[config.mk]
export PLATFORM = sky130hd
export DESIGN_NAME = c_add_arb
export DESIGN_NICKNAME = d
export VERILOG_FILES = /design/src/rtl/c_add_pkg.sv /design/src/rtl/c_rr_arb2.sv /design/src/rtl/c_add_arb.sv
export SDC_FILE = /design/constraint.sdc
export NUM_CORES = 1
export LEC_CHECK = 0
export ABC_AREA = 1
export CELL_PAD_IN_SITES_DETAIL_PLACEMENT = 1
export CELL_PAD_IN_SITES_GLOBAL_PLACEMENT = 1
export CORE_AREA = 2 2 140 142
export DETAILED_ROUTE_END_ITERATION = 6
export DIE_AREA = 0 0 142 144
export PLACE_DENSITY = 0.93
export SLEW_MARGIN = 15
export SYNTH_ARGS = -nofsm -noshare
export SYNTH_HDL_FRONTEND = slang
export SYNTH_SLANG_ARGS = --single-unit
export TNS_END_PERCENT = 5
[constraint.sdc]
create_clock -name clk -period 3.16 [get_ports clk]
set_input_delay 0.474 -clock clk [delete_from_list [all_inputs] [get_ports clk]]
set_output_delay 0.474 -clock clk [all_outputs]
set_load 0.03 [all_outputs]
[src/rtl/c_add_pkg.sv]
// Shared definitions for the two-requester adder arbiter: default latency,
// drain FSM encoding and the requester-id type carried down the tag pipeline.
package c_add_pkg;

  localparam int ADD_LAT_DEF = 2;
  localparam int CNT_W_DEF   = 16;

  typedef enum logic [1:0] {
    ST_RUN   = 2'd0,
    ST_DRAIN = 2'd1,
    ST_DONE  = 2'd2
  } state_e;

  typedef logic req_id_t;

  localparam req_id_t REQ0 = 1'b0;
  localparam req_id_t REQ1 = 1'b1;

endpackage

[src/rtl/c_rr_arb2.sv]
// Two-way round-robin grant. The requester that was not served last wins a
// tie; the last-served register moves only when a grant is actually issued.
module c_rr_arb2
  import c_add_pkg::*;
(
  input  logic    clk,
  input  logic    reset,
  input  logic    en,
  input  logic    req0,
  input  logic    req1,
  output logic    gnt0,
  output logic    gnt1,
  output req_id_t gnt_id
);

  req_id_t last_q;
  req_id_t last_d;

  assign gnt0   = en & req0 & (~req1 | (last_q == REQ1));
  assign gnt1   = en & req1 & (~req0 | (last_q == REQ0));
  assign gnt_id = gnt1 ? REQ1 : REQ0;

  always_comb begin
    last_d = last_q;
    if (gnt0) begin
      last_d = REQ0;
    end else if (gnt1) begin
      last_d = REQ1;
    end
  end

  // Starting with REQ1 as "last served" hands the first tie to requester 0.
  always_ff @(posedge clk) begin
    if (reset) begin
      last_q <= REQ1;
    end else begin
      last_q <= last_d;
    end
  end

endmodule

[src/rtl/c_add_arb.sv]
// Shares one fixed-latency FP adder between two requesters: arbitrates, tags
// each issued pair with its owner, routes results back and supports draining.
module c_add_arb
  import c_add_pkg::*;
#(
  parameter int ADD_LAT = ADD_LAT_DEF,
  parameter int CNT_W   = CNT_W_DEF
) (
  input  logic             clk,
  input  logic             reset,
  input  logic             r0_valid,
  output logic             r0_ready,
  input  logic [31:0]      r0_a,
  input  logic [31:0]      r0_b,
  input  logic             r1_valid,
  output logic             r1_ready,
  input  logic [31:0]      r1_a,
  input  logic [31:0]      r1_b,
  output logic [31:0]      add_a,
  output logic [31:0]      add_b,
  input  logic [31:0]      add_r,
  input  logic             add_exception,
  output logic             rsp0_valid,
  output logic             rsp1_valid,
  output logic [31:0]      rsp_data,
  output logic             rsp_exc,
  input  logic             drain_req,
  output logic             drain_done,
  output logic             busy,
  output logic [CNT_W-1:0] issue_count
);

  localparam int IFW = $clog2(ADD_LAT + 2);

  state_e           state_q;
  logic             drain_done_q;
  logic [31:0]      add_a_q;
  logic [31:0]      add_b_q;
  logic [ADD_LAT-1:0] tag_vld_q;
  req_id_t          tag_id_q [ADD_LAT];
  logic [IFW-1:0]   inflight_q;
  logic [IFW-1:0]   inflight_d;
  logic [CNT_W-1:0] issue_q;
  logic [CNT_W-1:0] issue_d;

  logic    grant_en;
  logic    gnt0;
  logic    gnt1;
  req_id_t gnt_id;
  logic    xfer;
  logic    tail_vld;
  req_id_t tail_id;

  // Grants are suppressed in reset as well so ready stays low until RUN is live.
  assign grant_en = (state_q == ST_RUN) & ~drain_req & ~reset;

  c_rr_arb2 u_arb (
    .clk    (clk),
    .reset  (reset),
    .en     (grant_en),
    .req0   (r0_valid),
    .req1   (r1_valid),
    .gnt0   (gnt0),
    .gnt1   (gnt1),
    .gnt_id (gnt_id)
  );

  assign xfer     = gnt0 | gnt1;
  assign tail_vld = tag_vld_q[ADD_LAT-1];
  assign tail_id  = tag_id_q[ADD_LAT-1];

  always_comb begin
    inflight_d = inflight_q;
    if (xfer && !tail_vld) begin
      inflight_d = inflight_q + IFW'(1);
    end else if (!xfer && tail_vld) begin
      inflight_d = inflight_q - IFW'(1);
    end
  end

  assign issue_d = xfer ? issue_q + CNT_W'(1) : issue_q;

  always_ff @(posedge clk) begin
    if (reset) begin
      add_a_q    <= '0;
      add_b_q    <= '0;
      inflight_q <= '0;
      issue_q    <= '0;
    end else begin
      inflight_q <= inflight_d;
      issue_q    <= issue_d;
      if (xfer) begin
        add_a_q <= gnt0 ? r0_a : r1_a;
        add_b_q <= gnt0 ? r0_b : r1_b;
      end
    end
  end

  // Head is loaded at the transfer edge, so the tag reaches the tail in step
  // with the adder result; clearing on reset drops every in-flight response.
  always_ff @(posedge clk) begin
    if (reset) begin
      for (int i = 0; i < ADD_LAT; i++) begin
        tag_vld_q[i] <= 1'b0;
        tag_id_q[i]  <= REQ0;
      end
    end else begin
      tag_vld_q[0] <= xfer;
      tag_id_q[0]  <= gnt_id;
      for (int i = 1; i < ADD_LAT; i++) begin
        tag_vld_q[i] <= tag_vld_q[i-1];
        tag_id_q[i]  <= tag_id_q[i-1];
      end
    end
  end

  always_ff @(posedge clk) begin
    if (reset) begin
      state_q      <= ST_RUN;
      drain_done_q <= 1'b0;
    end else begin
      case (state_q)
        ST_RUN: begin
          if (drain_req) begin
            state_q <= ST_DRAIN;
          end
        end
        ST_DRAIN: begin
          if (inflight_q == '0) begin
            state_q      <= ST_DONE;
            drain_done_q <= 1'b1;
          end
        end
        ST_DONE: begin
          if (!drain_req) begin
            state_q      <= ST_RUN;
            drain_done_q <= 1'b0;
          end
        end
        default: begin
          state_q      <= ST_RUN;
          drain_done_q <= 1'b0;
        end
      endcase
    end
  end

  assign r0_ready    = gnt0;
  assign r1_ready    = gnt1;
  assign add_a       = add_a_q;
  assign add_b       = add_b_q;
  assign rsp0_valid  = tail_vld & (tail_id == REQ0);
  assign rsp1_valid  = tail_vld & (tail_id == REQ1);
  assign rsp_data    = add_r;
  assign rsp_exc     = add_exception;
  assign drain_done  = drain_done_q;
  assign busy        = (inflight_q != '0);
  assign issue_count = issue_q;

endmodule

# Word-level counts from Yosys, hierarchy flattened
# Memory sizes are Yosys's and may differ from the RTL's.
# Index checks and enable logic that the tools add are counted.
# W data, S select, Z words.
# classes
eq_ne,5
n_mux,19
n_reduce_logical,11
bitwise,20
add_sub_neg,3
# op_table
op,n
$mux W32,2
$add A16 B1 Y16 const B,1
$mux W1,10
$mux W2,5
$and A1 B1 Y1,8
$not A1 Y1,7
$ne A2 B2 Y1 const B,3
$pmux W2 S3,1
$reduce_and A3 Y1,2
$reduce_bool A2 Y1,3
$or A1 B1 Y1,5
$logic_not A2 Y1,2
$pmux W1 S3,1
$add A2 B1 Y2 const B,1
$eq A2 B1 Y1 const B,1
$eq A2 B2 Y1 const B,1
$logic_and A1 B1 Y1,2
$logic_not A1 Y1,2
$sub A2 B1 Y2 const B,1
# totals
regBits,88
in_bits,166
mem_count,1
mem_bits_rw,2
out_inout_bits,119
# memory_table
name,depth,word_bits,read_ports,rd_clocked_by_memory_dff,write_ports,line,text
tag_id_q,2,1,2,0,2,c_add_arb.sv:40,req_id_t tag_id_q [ADD_LAT];

# Depth between registers and ports, before layout
# Gate-level depths: netlist (run 1).
# depth
ltp_word,10
mapped_depth,12

# Hierarchy
# Synthesis (run 1) repeated with hierarchy kept, for this count alone.
# hier_totals
cells_unflattened,660
area_unflattened_um2,4426.7
# modules_own_cells
mod,n_inst,seq_area_each_um2,area_per_inst_um2,cells_per_inst
c_add_arb,1,1781.7,4347.9,647
c_rr_arb2,1,20.0,78.8,13

# Worst setup path before layout (run 1)
# Ideal clock, no wire load.
# synth_path
path_kind,input to register
from,in reset
to,reg inflight_q[1]
stages,11
setup_time_ns,0.122
slack_ns,1.249
arrival_time_ns,1.789
path_buffers,3
path_cell_list,buf_6 -> nor2_4 -> nand2_4 -> a21oi_2 -> buf_4 -> buf_4 -> ha_1 -> a21oi_1 -> o21ai_0 -> o21ai_0 -> a21oi_1
# synth_via
elab_chain_len,8
# synth_rtl
element,line,text
from (decl),c_add_arb.sv:10,"input logic reset,"
$not A1 Y1 *,c_add_arb.sv:55,assign grant_en = (state_q == ST_RUN) & ~drain_req & ~reset;
$and A1 B1 Y1 *,c_add_arb.sv:55,
"$and A1 B1 Y1, on equally long branches (2 in series)","c_rr_arb2.sv:19, c_rr_arb2.sv:20",
$or A1 B1 Y1 *,c_add_arb.sv:68,assign xfer = gnt0 | gnt1;
named net xfer,c_add_arb.sv:50,logic xfer;
$logic_not A1 Y1,c_add_arb.sv:76,end else if (!xfer && tail_vld) begin
$logic_and A1 B1 Y1,c_add_arb.sv:76,
$reduce_bool A2 Y1 (no source line),-,
to (signal assigned),c_add_arb.sv:90,inflight_q <= inflight_d;
to (decl),c_add_arb.sv:41,logic [IFW-1:0] inflight_q;
# Mark *: on every way through the listed nets, which the timed path passes. The rest lies on a longest branch.
# A chain may end at the register's enable or synchronous reset.

# Final worst setup path (run 1)
# layout_path
from,in drain_req
to,out r1_ready
# layout_via
elab_chain_len,5
# layout_rtl
element,line,text
from (decl),c_add_arb.sv:27,"input logic drain_req,"
$not A1 Y1,c_add_arb.sv:55,
$and A1 B1 Y1 (2 in series),c_add_arb.sv:55,
$and A1 B1 Y1 (2 in series),c_rr_arb2.sv:20,assign gnt1 = en & req1 & (~req0 | (last_q == REQ0));
to (decl),c_add_arb.sv:16,"output logic r1_ready,"
# Every way passes these cells.

==> results of run 1 <==
metal layers:
metal,global-route usage [%],wire length [um],share of wire [%],vias to the layer above
met3,5.53,1080,6.8,10
met1,17.8,6670,42,2334
met5,0,0,0,-
met4,4.21,148,0.93,0
met2,27.4,8030,50,156
li1,-,-,-,2477
power breakdown:
| part | switching (mW) | leakage (nW) | internal (mW) | total [mW] |
|---|---|---|---|---|
| Sequential | 0.0323 | 0.734 | 1.20 | 1.23 |
| Combinational | 0.364 | 2.07 | 0.331 | 0.696 |
| Clock | 0.457 | 0.138 | 0.608 | 1.07 |
cell usage after synthesis:
cell type and number:
dfxtp_1 90, a21oi_1 16, a21o_1 1, nor3_1 3, nor2_1 160, buf_4 41, a21oi_2 1, nand2_4 1
nand2_2 41, clkinv_1 1, buf_6 2, buf_2 16, a31oi_1 1, nand2_1 191, clkbuf_1 9, ha_1 2
o21bai_1 1, o21ai_0 58, inv_4 1, nor2_2 1, nand4_1 7, nand3_1 13, buf_12 5, o21ai_1 14
inv_2 1, nor2_4 1, inv_1 27
final timing paths:
path / endpoint / cells after the start / startpoint / slack, ns
max reg2reg: issue_count[11] / 7 / u_arb.last_q / 1.33
min: tag_id_q[0][1] / 2 / tag_id_q[0][0] / 0.42
min reg2reg: tag_id_q[0][1] / 2 / tag_id_q[0][0] / 0.42
max: r1_ready / 5 / drain_req / 0.57
layout make-up:
class	instances	area [sq um]	area share, %
Tap cell	238	298	4.25
Multi-Input combinational cell	512	2230	31.8
Timing Repair Buffer	226	2280	32.5
Sequential cell	90	1800	25.7
Clock inverter	5	56.3	0.803
Clock buffer	10	229	3.27
Inverter	30	115	1.64
kinds of logic (layout without fill, tap and decap cells):
logic type,Yosys count,after routing,share of synthesized area (%)
compound gates,92,92,10.0
fa+ha+maj,2,2,0.534
buf+inv,103,271,14.1
flops,90,90,38.5
simple gates,418,418,36.9
tightest hold or removal path, stage by stage (launching register included):
cell,delay (ns)
dfxtp_1,0.30
inv_1,0.04
nor2_1,0.03
state kept, by name (all words and copies together) (netlist names), 2 cells and up:
| register | cells |
|---|---|
| tag_vld_q | 2 |
| add_b | 32 |
| inflight_q | 2 |
| tag_id_q | 2 |
| add_a | 32 |
| issue_count | 16 |
| state_q | 2 |
through the flow:
step,cells,total power [mW]
floorplan,705,1.69
CTS,1111,3.05
global placement,1096,1.94
detailed placement,1096,1.96
global route,1111,3.16
finish,1111,2.99
==> impl_metrics.csv, run 1 <==
group,metric,value,unit
status,status,"finished clean",
finish,finalCoreUtilization,36.7,%
cts,post_cts_buffers,0,
cts,cts_tree,"done",
synthesis,synth_top_area_cell,"dfxtp_1",
synthesis,synth_fp_nets,873,
critical_path,worst-path-buf-inv,2,
cts,root_buffer,"clkbuf_16",
cts,cts_hold_buf,0,
hold_path,worstHoldPathType,"flip-flop to flip-flop",
floorplan,ioPinCount,285,
floorplan,die_w,142,um
synthesis,netlist_area,4680,sq um
drt,drc,0,
place,portBuffers,218,
critical_path,critPathMaxStageDelay,0.69,ns
drt,vias_per_cell,4.48,
power,ir_worst_vdd,0.000253,V
finish,layout_common_cells,"217 x clkdlybuf4s50_1, 191 x nand2_1, 160 x nor2_1",
timing,setup_viol,0,
timing,fin_crit_sh,82.0,%
finish,fin_area,7010,sq um
synthesis,yosys.area.top_type_share,38.5,%
global_route,grt_max_degree,81,
critical_path,crit_family,"buffers and inverters",
critical_path,worstPathCellList,"clkdlybuf4s50_1, nor2_4, nand2_4, nor2_1, clkdlybuf4s50_1",
finish,layout-drive-gt1-share,8.25,%
timing,rsz0062_at_grt,"no",
drt,firstDrtPassIters,4,
synthesis,synth.yosys.seq_area_share,38.5,%
synthesis,synth_area_leaders,"dfxtp_1 38%, nand2_1 15%, nor2_1 13%",
run,cap_violations,0,
timing,period_minus_slack,2.59,ns
synthesis,synth_warnings,0,
timing,slew_headroom,51.9,%
critical_path,crit_required,2.69,ns
floorplan,die_y,144,um
cts,clk_latency,0.34,ns
timing,tightestPinTransition,0.721,ns
finish,fillers,2395,
timing,fin_skew,0.00722,ns
power,powerDensity,427,nW/um^2
place,post-place-ws,0.596,ns
critical_path,slowest_stage,"clkdlybuf4s50_1",
critical_path,cp_max_fo,6,
cts,path_clk_slew,0.06,ns
timing,report.final.slew_viol_count,0,
timing,fin_ws,0.570,ns
drt,ant_nets,0,
synthesis,yosysUniqueCellTypes,27,
critical_path,timing.critical_path.mode_cell,"clkdlybuf4s50_1",
finish,diodes,0,
global_route,antenna_found_initial,0,
critical_path,cp-end-kind,"output port",
timing,setup_tns,0,ns
cts,htreeDepth,3,
drt,drt_iter0_drc,117,
place,gp_congestion,0.731,
critical_path,start_kind,"primary input",
global_route,grt_usage,15.5,%
drt,avgRoutedWirePerCell,14.3,um
synthesis,avgSynthCellArea,6.64,sq um
drt,vias,4977,
floorplan,core_area,19100,sq um
power,power_leakage,2.95,nW
cts,clock_path_buffers,2,
drt,wirelength,15.9,mm
place,placedInstanceArea,6720,sq um
timing,fmax,0.386,GHz
global_route,grt_pass1_vias,5076,
timing,final_hold_viol_count,0,
synthesis,synthCells,705,
cts,clock-sinks,90,
synthesis,ys_seq_elements,90,
critical_path,path_class,"primary input to output port",
critical_path,worstPathArrival,2.12,ns
place,dpl.hpwl,11.5,mm
finish,area_growth,49.6,%
cts,cts_resized,0,
floorplan,start_util,24.5,%
finish,fin_nets,1037,
floorplan,num_rows,51,
global_route,grt_pass1_wl,25.3,mm
timing,worst_hold_slack,0.417,ns
cts,numCtsBuffers,9,
finish,final_common_cell,"clkdlybuf4s50_1",
floorplan,dieArea,20400,sq um
global_route,grt_overflow,0,
Power figures use the tool's default switching activity.
==> run 2: changes to the inputs <==
==> constraint.sdc (replaced) <==
create_clock -name clk -period 2.45 [get_ports clk]
set_input_delay 0.3675 -clock clk [delete_from_list [all_inputs] [get_ports clk]]
set_output_delay 0.3675 -clock clk [all_outputs]
set_load 0.03 [all_outputs]
==> run 2 against run 1 <==
Flip-flop and latch count is the same; hold slack worse by 0.0049 ns; clock-buffer cell count up 2; clock skew decreased by 0.0022 ns; routed wire length is 0.45% lower; non-clock buffer count increased by 9; setup slack lost 0.28 ns; design area is 1.6% higher; cell count increased by 0.90%; largest cell class unchanged.
==> impl_metrics.csv, run 2 (synthesis gave the netlist of run 1 again) <==
group,metric,value,unit
timing,fmax,0.463,GHz
global_route,grt_overflow,0,
cts,numCtsBuffers,9,
power,p_clk_share,37.8,%
global_route,grt_usage,15.7,%
power,power_frac_seq,39.5,%
place,gp_congestion,0.775,
cts,cts_tree,"done",
critical_path,rr_worst_depth,8,
floorplan,die_w,142,um
cts,htreeDepth,3,
cts,root_buffer,"clkbuf_16",
timing,tightestPinTransition,0.465,ns
hold_path,holdCritStartpoint,"tag_vld_q[0]",
drt,wirelength,15.9,mm
timing,rsz0062_at_grt,"no",
drt,vias_per_cell,4.41,
drt,drc,0,
critical_path,r2r-end,"inflight_q[1]",
place,portBuffers,218,
timing,final_hold_viol_count,0,
floorplan,start_util,24.5,%
timing,setup_viol,0,
critical_path,worstPathArrival,1.79,ns
finish,area_growth,52.1,%
cts,cts_hold_buf,0,
finish,layout-drive-gt1-share,9.29,%
cts,clock_path_buffers,2,
drt,avgRoutedWirePerCell,14.2,um
power,intPower,2.91,mW
floorplan,dieArea,20400,sq um
finish,layout_common_cells,"216 x clkdlybuf4s50_1, 191 x nand2_1, 160 x nor2_1",
power,powerDensity,564,nW/um^2
timing,setup_tns,0,ns
power,pwr-share-comb,22.7,%
finish,fillers,2374,
power,power_leakage,3.00,nW
floorplan,die_y,144,um
finish,fin_nets,1046,
hold_path,worstHoldPathType,"flip-flop to flip-flop",
critical_path,path_class,"primary input to output port",
critical_path,rrSetupSlack,0.83,ns
power,p_total,4.02,mW
hold_path,whs_endpoint,"tag_vld_q[1]",
finish,diodes,0,
drt,vias,4948,
timing,fin_skew,0.00503,ns
cts,post_cts_buffers,0,
global_route,grt_pass1_vias,4969,
run,cap_violations,0,
global_route,grt_pass1_wl,25.4,mm
critical_path,crit_required,2.08,ns
cts,cts_resized,0,
finish,finalCoreUtilization,37.3,%
cts,path_clk_slew,0.06,ns
power,switching_share,27.7,%
timing,report.final.slew_viol_count,0,
finish,fin_area,7120,sq um
timing,fin_crit_sh,88.1,%
critical_path,cp-end-kind,"output port",
timing,period_minus_slack,2.16,ns
floorplan,ioPinCount,285,
power,ir_worst_vdd,0.000286,V
drt,ant_nets,0,
timing,slew_headroom,69.0,%
finish,multi_input_area,2230,sq um
place,dpl.hpwl,12.1,mm
power,power.switching,1.11,mW
cts,clock-sinks,90,
finish,seqCellArea,1800,sq um
floorplan,core_area,19100,sq um
global_route,grt_max_degree,92,
place,placedInstanceArea,6800,sq um
hold_path,holdPathStages,2,
drt,firstDrtPassIters,4,
global_route,antenna_found_initial,0,
critical_path,start_kind,"primary input",
cts,clk_latency,0.35,ns
critical_path,cp_max_fo,13,
status,status,"finished clean",
floorplan,num_rows,51,
finish,final_common_cell,"clkdlybuf4s50_1",
critical_path,r2r-start,"state_q[1]",
drt,drt_iter0_drc,156,
-- run 2: metrics by stage --
| stage | std cells | hold WS, ns | setup slack (ns) |
|---|---|---|---|
| 6_report | 1121 | 0.412 | 0.292 |
| 5_1_grt | 1121 | 0.436 | 0.207 |
| 4_1_cts | 1121 | 0.414 | 0.289 |
| 3_5_place_dp | 1105 | 0.401 | 0.271 |
| 3_3_place_gp | 1105 | 0.404 | 0.301 |
| 2_1_floorplan | 705 | 0.388 | 0.645 |
-- run 2: power groups by stage --
stage	registers, mW	clock network (mW)	logic (mW)
after floorplan	1.76	0	0.414
after global routing	1.60	1.63	0.997
after detailed placement	1.62	0	0.925
after global placement	1.62	0	0.909
final	1.59	1.52	0.914
after CTS	1.59	1.58	0.928
-- run 2: routing by layer --
layer  global-route usage [%]  vias up  wire length (um)
li1                         -     2498                 -
met1                     18.4     2301              6720
met2                     27.7      139              8020
met3                     4.60       10               942
met4                     5.00        0               187
met5                        0        -                 0
-- run 2: layout make-up --
class / count / share of cell area, %
Sequential cell: 90 / 25.3
Clock inverter: 4 / 1.05
Clock buffer: 12 / 3.46
Multi-Input combinational cell: 512 / 31.3
Inverter: 30 / 1.62
Tap cell: 238 / 4.18
Timing Repair Buffer: 235 / 33.1
-- run 2: how the worst max path moves through the flow --
stage,start,to,slack [ns],cells past startpoint
after global routing,r0_valid,r0_ready,0.21,6
after global placement,drain_req,inflight_q[1],0.30,9
final,r0_valid,r0_ready,0.29,6
after detailed placement,drain_req,add_b[17],0.27,11
after CTS,r0_valid,r0_ready,0.29,6
after floorplan,reset,inflight_q[1],0.65,11
-- run 2: critical path: stages --
cell and delay, ns:
clkdlybuf4s50_1 0.52, inv_1 0.13, a21oi_1 0.18, nand2_2 0.13
inv_4 0.24, buf_4 0.22
